## src/rtl/id_ex_stage.sv

```systemverilog
// ID/EX pipeline register with load-use hazard detection and bubble insertion.
// Optional hazard statistics counters are enabled by defining ID_EX_HAZARD_STATS_EN.
module id_ex_stage #(
   parameter int DATA_W  = 16,
   parameter int RADDR_W = 3,
   parameter int CNT_W   = 16
) (
   input  logic               clk,
   input  logic               rst_n,
   input  logic               id_valid,
   input  logic [3:0]         id_mem_sig,
   input  logic [5:0]         id_ex_sig,
   input  logic [2:0]         id_wb_sig,
   input  logic [DATA_W-1:0]  id_src_data,
   input  logic [DATA_W-1:0]  id_dst_data,
   input  logic [DATA_W-1:0]  id_imm,
   input  logic [RADDR_W-1:0] id_src_addr,
   input  logic [RADDR_W-1:0] id_dst_addr,
   input  logic               id_uses_src,
   input  logic               id_uses_dst,
   input  logic               flush,
   input  logic               ex_stall,
   output logic               id_hold,
   output logic               ex_valid,
   output logic [3:0]         ex_mem_sig,
   output logic [5:0]         ex_ex_sig,
   output logic [2:0]         ex_wb_sig,
   output logic [DATA_W-1:0]  ex_src_data,
   output logic [DATA_W-1:0]  ex_dst_data,
   output logic [DATA_W-1:0]  ex_imm,
   output logic [RADDR_W-1:0] ex_src_addr,
   output logic [RADDR_W-1:0] ex_dst_addr,
   output logic [CNT_W-1:0]   bubble_cnt,
   output logic [CNT_W-1:0]   stall_cnt
);

   // A bubble writes back with WBsel=11 and regWrite=0, so it is a harmless NOP downstream.
   localparam logic [2:0] BUBBLE_WB = 3'b011;

   logic lu_hazard;
   logic src_match;
   logic dst_match;
   logic load_bubble;

   assign src_match = id_uses_src && (id_src_addr == ex_dst_addr);
   assign dst_match = id_uses_dst && (id_dst_addr == ex_dst_addr);

   // Only a load that writes a register can starve its consumer of data.
   assign lu_hazard = id_valid && ex_valid && ex_mem_sig[3] && ex_wb_sig[2]
                      && (src_match || dst_match);

   // Handshake: ex_stall holds everything (flush included); id_hold freezes decode so the
   // same instruction re-presents next cycle, and any flush must be re-asserted by its source.
   assign id_hold = ex_stall || (lu_hazard && !flush);

   assign load_bubble = flush || lu_hazard || !id_valid;

   always_ff @(posedge clk or negedge rst_n) begin
      if (!rst_n) begin
         ex_valid    <= 1'b0;
         ex_mem_sig  <= 4'b0000;
         ex_ex_sig   <= 6'b000000;
         ex_wb_sig   <= BUBBLE_WB;
         ex_src_data <= '0;
         ex_dst_data <= '0;
         ex_imm      <= '0;
         ex_src_addr <= '0;
         ex_dst_addr <= '0;
      end else if (!ex_stall) begin
         if (load_bubble) begin
            ex_valid    <= 1'b0;
            ex_mem_sig  <= 4'b0000;
            ex_ex_sig   <= 6'b000000;
            ex_wb_sig   <= BUBBLE_WB;
            ex_src_data <= '0;
            ex_dst_data <= '0;
            ex_imm      <= '0;
            ex_src_addr <= '0;
            ex_dst_addr <= '0;
         end else begin
            ex_valid    <= 1'b1;
            ex_mem_sig  <= id_mem_sig;
            ex_ex_sig   <= id_ex_sig;
            ex_wb_sig   <= id_wb_sig;
            ex_src_data <= id_src_data;
            ex_dst_data <= id_dst_data;
            ex_imm      <= id_imm;
            ex_src_addr <= id_src_addr;
            ex_dst_addr <= id_dst_addr;
         end
      end
   end

`ifdef ID_EX_HAZARD_STATS_EN
   localparam logic [CNT_W-1:0] CNT_ONE = {{(CNT_W-1){1'b0}}, 1'b1};

   // Saturating counters; a bubble counts only when the hazard actually wins priority.
   always_ff @(posedge clk or negedge rst_n) begin
      if (!rst_n) begin
         bubble_cnt <= '0;
         stall_cnt  <= '0;
      end else begin
         if (ex_stall && (stall_cnt != '1))
            stall_cnt <= stall_cnt + CNT_ONE;
         if (!ex_stall && !flush && lu_hazard && (bubble_cnt != '1))
            bubble_cnt <= bubble_cnt + CNT_ONE;
      end
   end
`else
   assign bubble_cnt = '0;
   assign stall_cnt  = '0;
`endif

endmodule

```

## config.mk

```make
export PLATFORM = sky130hd
export DESIGN_NAME = id_ex_stage
export DESIGN_NICKNAME = d
export VERILOG_FILES = /design/src/rtl/id_ex_stage.sv
export SDC_FILE = /design/constraint.sdc
export NUM_CORES = 1
export LEC_CHECK = 0
export BUFFER_PORTS_ARGS = -buffer_cell sky130_fd_sc_hd__buf_2
export CORE_UTILIZATION = 44
export DETAILED_ROUTE_END_ITERATION = 10
export GPL_TIMING_DRIVEN = 0
export PLACE_DENSITY_LB_ADDON = 0.25
export SLEW_MARGIN = 20
export SYNTH_ARGS = -nofsm -noshare
export SYNTH_HDL_FRONTEND = slang
export SYNTH_SLANG_ARGS = --single-unit
```

## constraint.sdc

```tcl
create_clock -name clk -period 1.8 [get_ports clk]
set_input_delay 0.09 -clock clk [delete_from_list [all_inputs] [get_ports clk]]
set_output_delay 0.09 -clock clk [all_outputs]
set_load 0.01 [all_outputs]
```

==> summary.md <==
| Metric | Value |
|---|---|
| Synth top area cells | `dfrtp_1, nand2_1, buf_4` |
| Initial Util | `45.6%` |
| Die Y | `approximately 86 µm` |
| Mux share of post-synthesis cell area | `0%` |
| Switch Pwr | `0.000875 W` |
| DRT iter0 DRCs | `70` |
| Worst path buffer plus inverter count | `1` |
| Synth area leader | `dfrtp_1` |
| CP Depth | `5` |
| DRC | `0` |
| Routed wire length | `between 8000 and 9000 µm` |
| Clock transition at path regs | `0.06 ns` |
| Fin nets | `644` |
| Htree depth | `3` |
| Pleak | `2.51 nW` |
| Worst skew pair latency | `0.33 ns` |
| Post-layout min period | `1.74 ns` |
| Avg Cell Area, Syn | `9.28 µm²` |
| I/O Pins | `about 180` |
| Worst hold path depth | `3` |
| CTS tree | `built` |
| R2R depth | `5` |
| Finished Core Util | `between 60% and 70%` |
| Flop pwr share | `roughly 50%` |
| Via-to-Cell Ratio | `4.47` |
| Initial antenna violation count | `0` |
| WP data required | `1.71 ns` |
| Largest net degree at the start of global routing | `44` |
| Die X | `86.2 µm` |
| Inserted Clock Buffers | `9` |
| Status | `finished, final reports clean` |
| MaxCap Viol Count | `0` |
| Simple-gate share of the synthesized area | `17.2%` |
| Layout area overhead | `52.9%` |
| Fraction of layout cells with a size suffix above 1 | `39.8%` |
| Hold Fails Final Rpt | `0` |
| Pins Over Slew Limit | `0` |
| Crit-path slowest cell | `dfrtp_2` |
| Root buffer cell | `clkbuf_8` |
| Comb pwr share | `17.7%` |
| Total power | `0.00333 W` |
| Most frequent cells in the layout | `buf_2, nand2_1, dfrtp_1` |
| Fmax | `574 MHz` |
| Worst Hold Class | `input port to flop` |
| Setup violations, final | `0` |
| Routed vias | `3002` |
| Final Skew | `0.00946 ns` |
| Crit path largest cell delay | `between 0.4 and 0.5 ns` |
| Crit Path Class | `flop to primary output` |
| Clock Sinks | `68` |
| Post-DRT Antenna Nets | `0` |
| # diodes | `0` |
| Pwr Density | `698 nW/µm²` |
| Port bufs | `around 140` |
| Non-filler instance count after layout | `671` |
| Sequential fraction of the synthesis area | `54.7%` |
| Main combinational cell family by area after synthesis | `simple AND/OR/NAND/NOR gates` |
| Adder-Cell Fraction of Synth Area | `0%` |
| Worst path cell trace | `xnor2_1, nand4_1, and2_1, o31ai_1, buf_2` |
| Final Wtd Congestion | `between 0.7 and 0.8` |
| RSZ-0062 raised after global routing | `true` |
| Post-DP HPWL | `5660 µm` |
| Number of global-route vias before repair | `2899` |
| Count of state elements after synthesis | `between 60 and 70` |
| GRT Total Usage | `24.1%` |
| Drt pass-1 iters | `4` |
| Inst Count DP | `606` |
| Commonest non-fill, non-tap cell in the layout | `buf_2` |
| Yosys warns | `0` |
| Crit-path leading delay family | `flip-flops` |
| Core area | `6830 µm²` |
| Grt ovf | `0` |
| Compound-Gate Fraction of Synth Area | `14.2%` |
| First-pass GRT wire length | `~14000 µm` |
| Peak supply drop | `0.000395 V` |
| Mapped cell area | `3120 µm²` |
| Wire length per cell | `12.7 µm` |
| CP Max Fanout | `4` |
| Clk pwr share | `32.2%` |
| Site row count | `30` |
| Yosys cell types | `21` |
| Die Area | `7420 µm²` |
| Synth top area share | `53.0%` |
| Setup TNS | `0 ns` |
| Startpoint Class | `flop` |
| CP arrival | `1.65 ns` |
| XOR/XNOR Fraction of Synth Area | `1.69%` |
| CTS max path bufs | `2` |
| Final Cycle Share | `96.8%` |
| Int Pwr | `between 0.002 and 0.0025 W` |
| Net Sw Frac | `26.3%` |
| Endpoint class of the critical path | `primary output` |
| Synthesized instance count | `336` |
==> worst paths after layout <==
| path | end | slack (ns) | from |
|---|---|---|---|
| worst max-delay path | id_hold | 0.06 | ex_dst_addr[0] |
| worst min-delay path | ex_src_data[0] | 0.01 | id_src_data[0] |
| worst max register to register | ex_dst_addr[2] | 0.14 | ex_dst_addr[0] |
| worst min register to register | ex_imm[15] | 0.48 | ex_imm[15] |
| max in group asynchronous | ex_dst_addr[0] | 1.05 | rst_n |
| min in group asynchronous | ex_dst_data[11] | 0.19 | rst_n |
==> final cells by class <==
cell class	instances	area, µm²
clock inverters	2	10.0
plain buffers	53	374
inverters	1	3.75
clock buffers	14	153
well taps	96	120
fillers	535	2070
flip-flops and latches	68	1710
multi-input cells	245	1170
repair buffers	192	1220
==> routing by layer <==
metal / share of wire, % / track usage (%) / routed length (µm)
met2: 50 / 40.9 / 4290
met3: 6.3 / 6.35 / 540
met5: 0 / 0 / 0
met1: 41 / 28.7 / 3500
met4: 2.5 / 10.5 / 214
==> logic make-up after synthesis <==
kind of cell	after synthesis
flip-flops	68
AO/OA/AOI/OAI	70
AND/OR/NAND/NOR	137
other	1
XOR/XNOR	6
buffers and inverters	54
==> power by group through the flow <==
stage	Sequential (W)	Clock, W	Combinational (W)
floorplan	0.00173	0	0.000211
global placement	0.00169	0	0.000483
detailed placement	0.00169	0	0.000498
CTS	0.00166	0.00110	0.000579
global route	0.00167	0.00117	0.000651
finish	0.00167	0.00107	0.000590
==> metrics by stage <==
step	hold WS, ns	instance area (µm²)	setup WS, ns
after floorplan	-0.206	3230	0.368
after global placement	0.331	4060	0.154
after detailed placement	0.0235	4090	0.102
after CTS	0.00134	4730	0.00849
after global routing	0.0115	4760	-0.0421
final	0.0130	4760	0.0582
==> sequential cells by signal, indices dropped and copies added (netlist names) <==
signal,flops
ex_src_data,16
ex_valid,1
ex_dst_addr,3
ex_imm,16
ex_ex_sig,6
ex_src_addr,3
ex_wb_sig,3
ex_mem_sig,4
ex_dst_data,16
==> cells in the mapped netlist (all sizes together) <==
master and count:
nand3b 1, conb 1, nand2 131, o31ai 1, nand4 3, clkbuf 12
inv 1, a21oi 1, and2 1, o32a 2, o21ai 66, dfstp 2
xnor2 6, nor3b 1, dfrtp 66, buf 41
==> worst min-delay path, delay by kind of cell <==
kind	cells	cell delay [ns]
buffers and inverters	1	0.10
and+or+nand+nor	1	0.06
AOI/OAI and AO/OA	1	0.06
==> repair_timing <==
action                                  CTS  global route
setup buffers                             0             0
endpoints found under the hold margin    71             2
hold buffers                             47             2
endpoints found under the setup margin    1            32
pin swaps                                 0             5
resized for setup                         1             4
cloned                                    0             0
(Power assumes the default switching activity.)
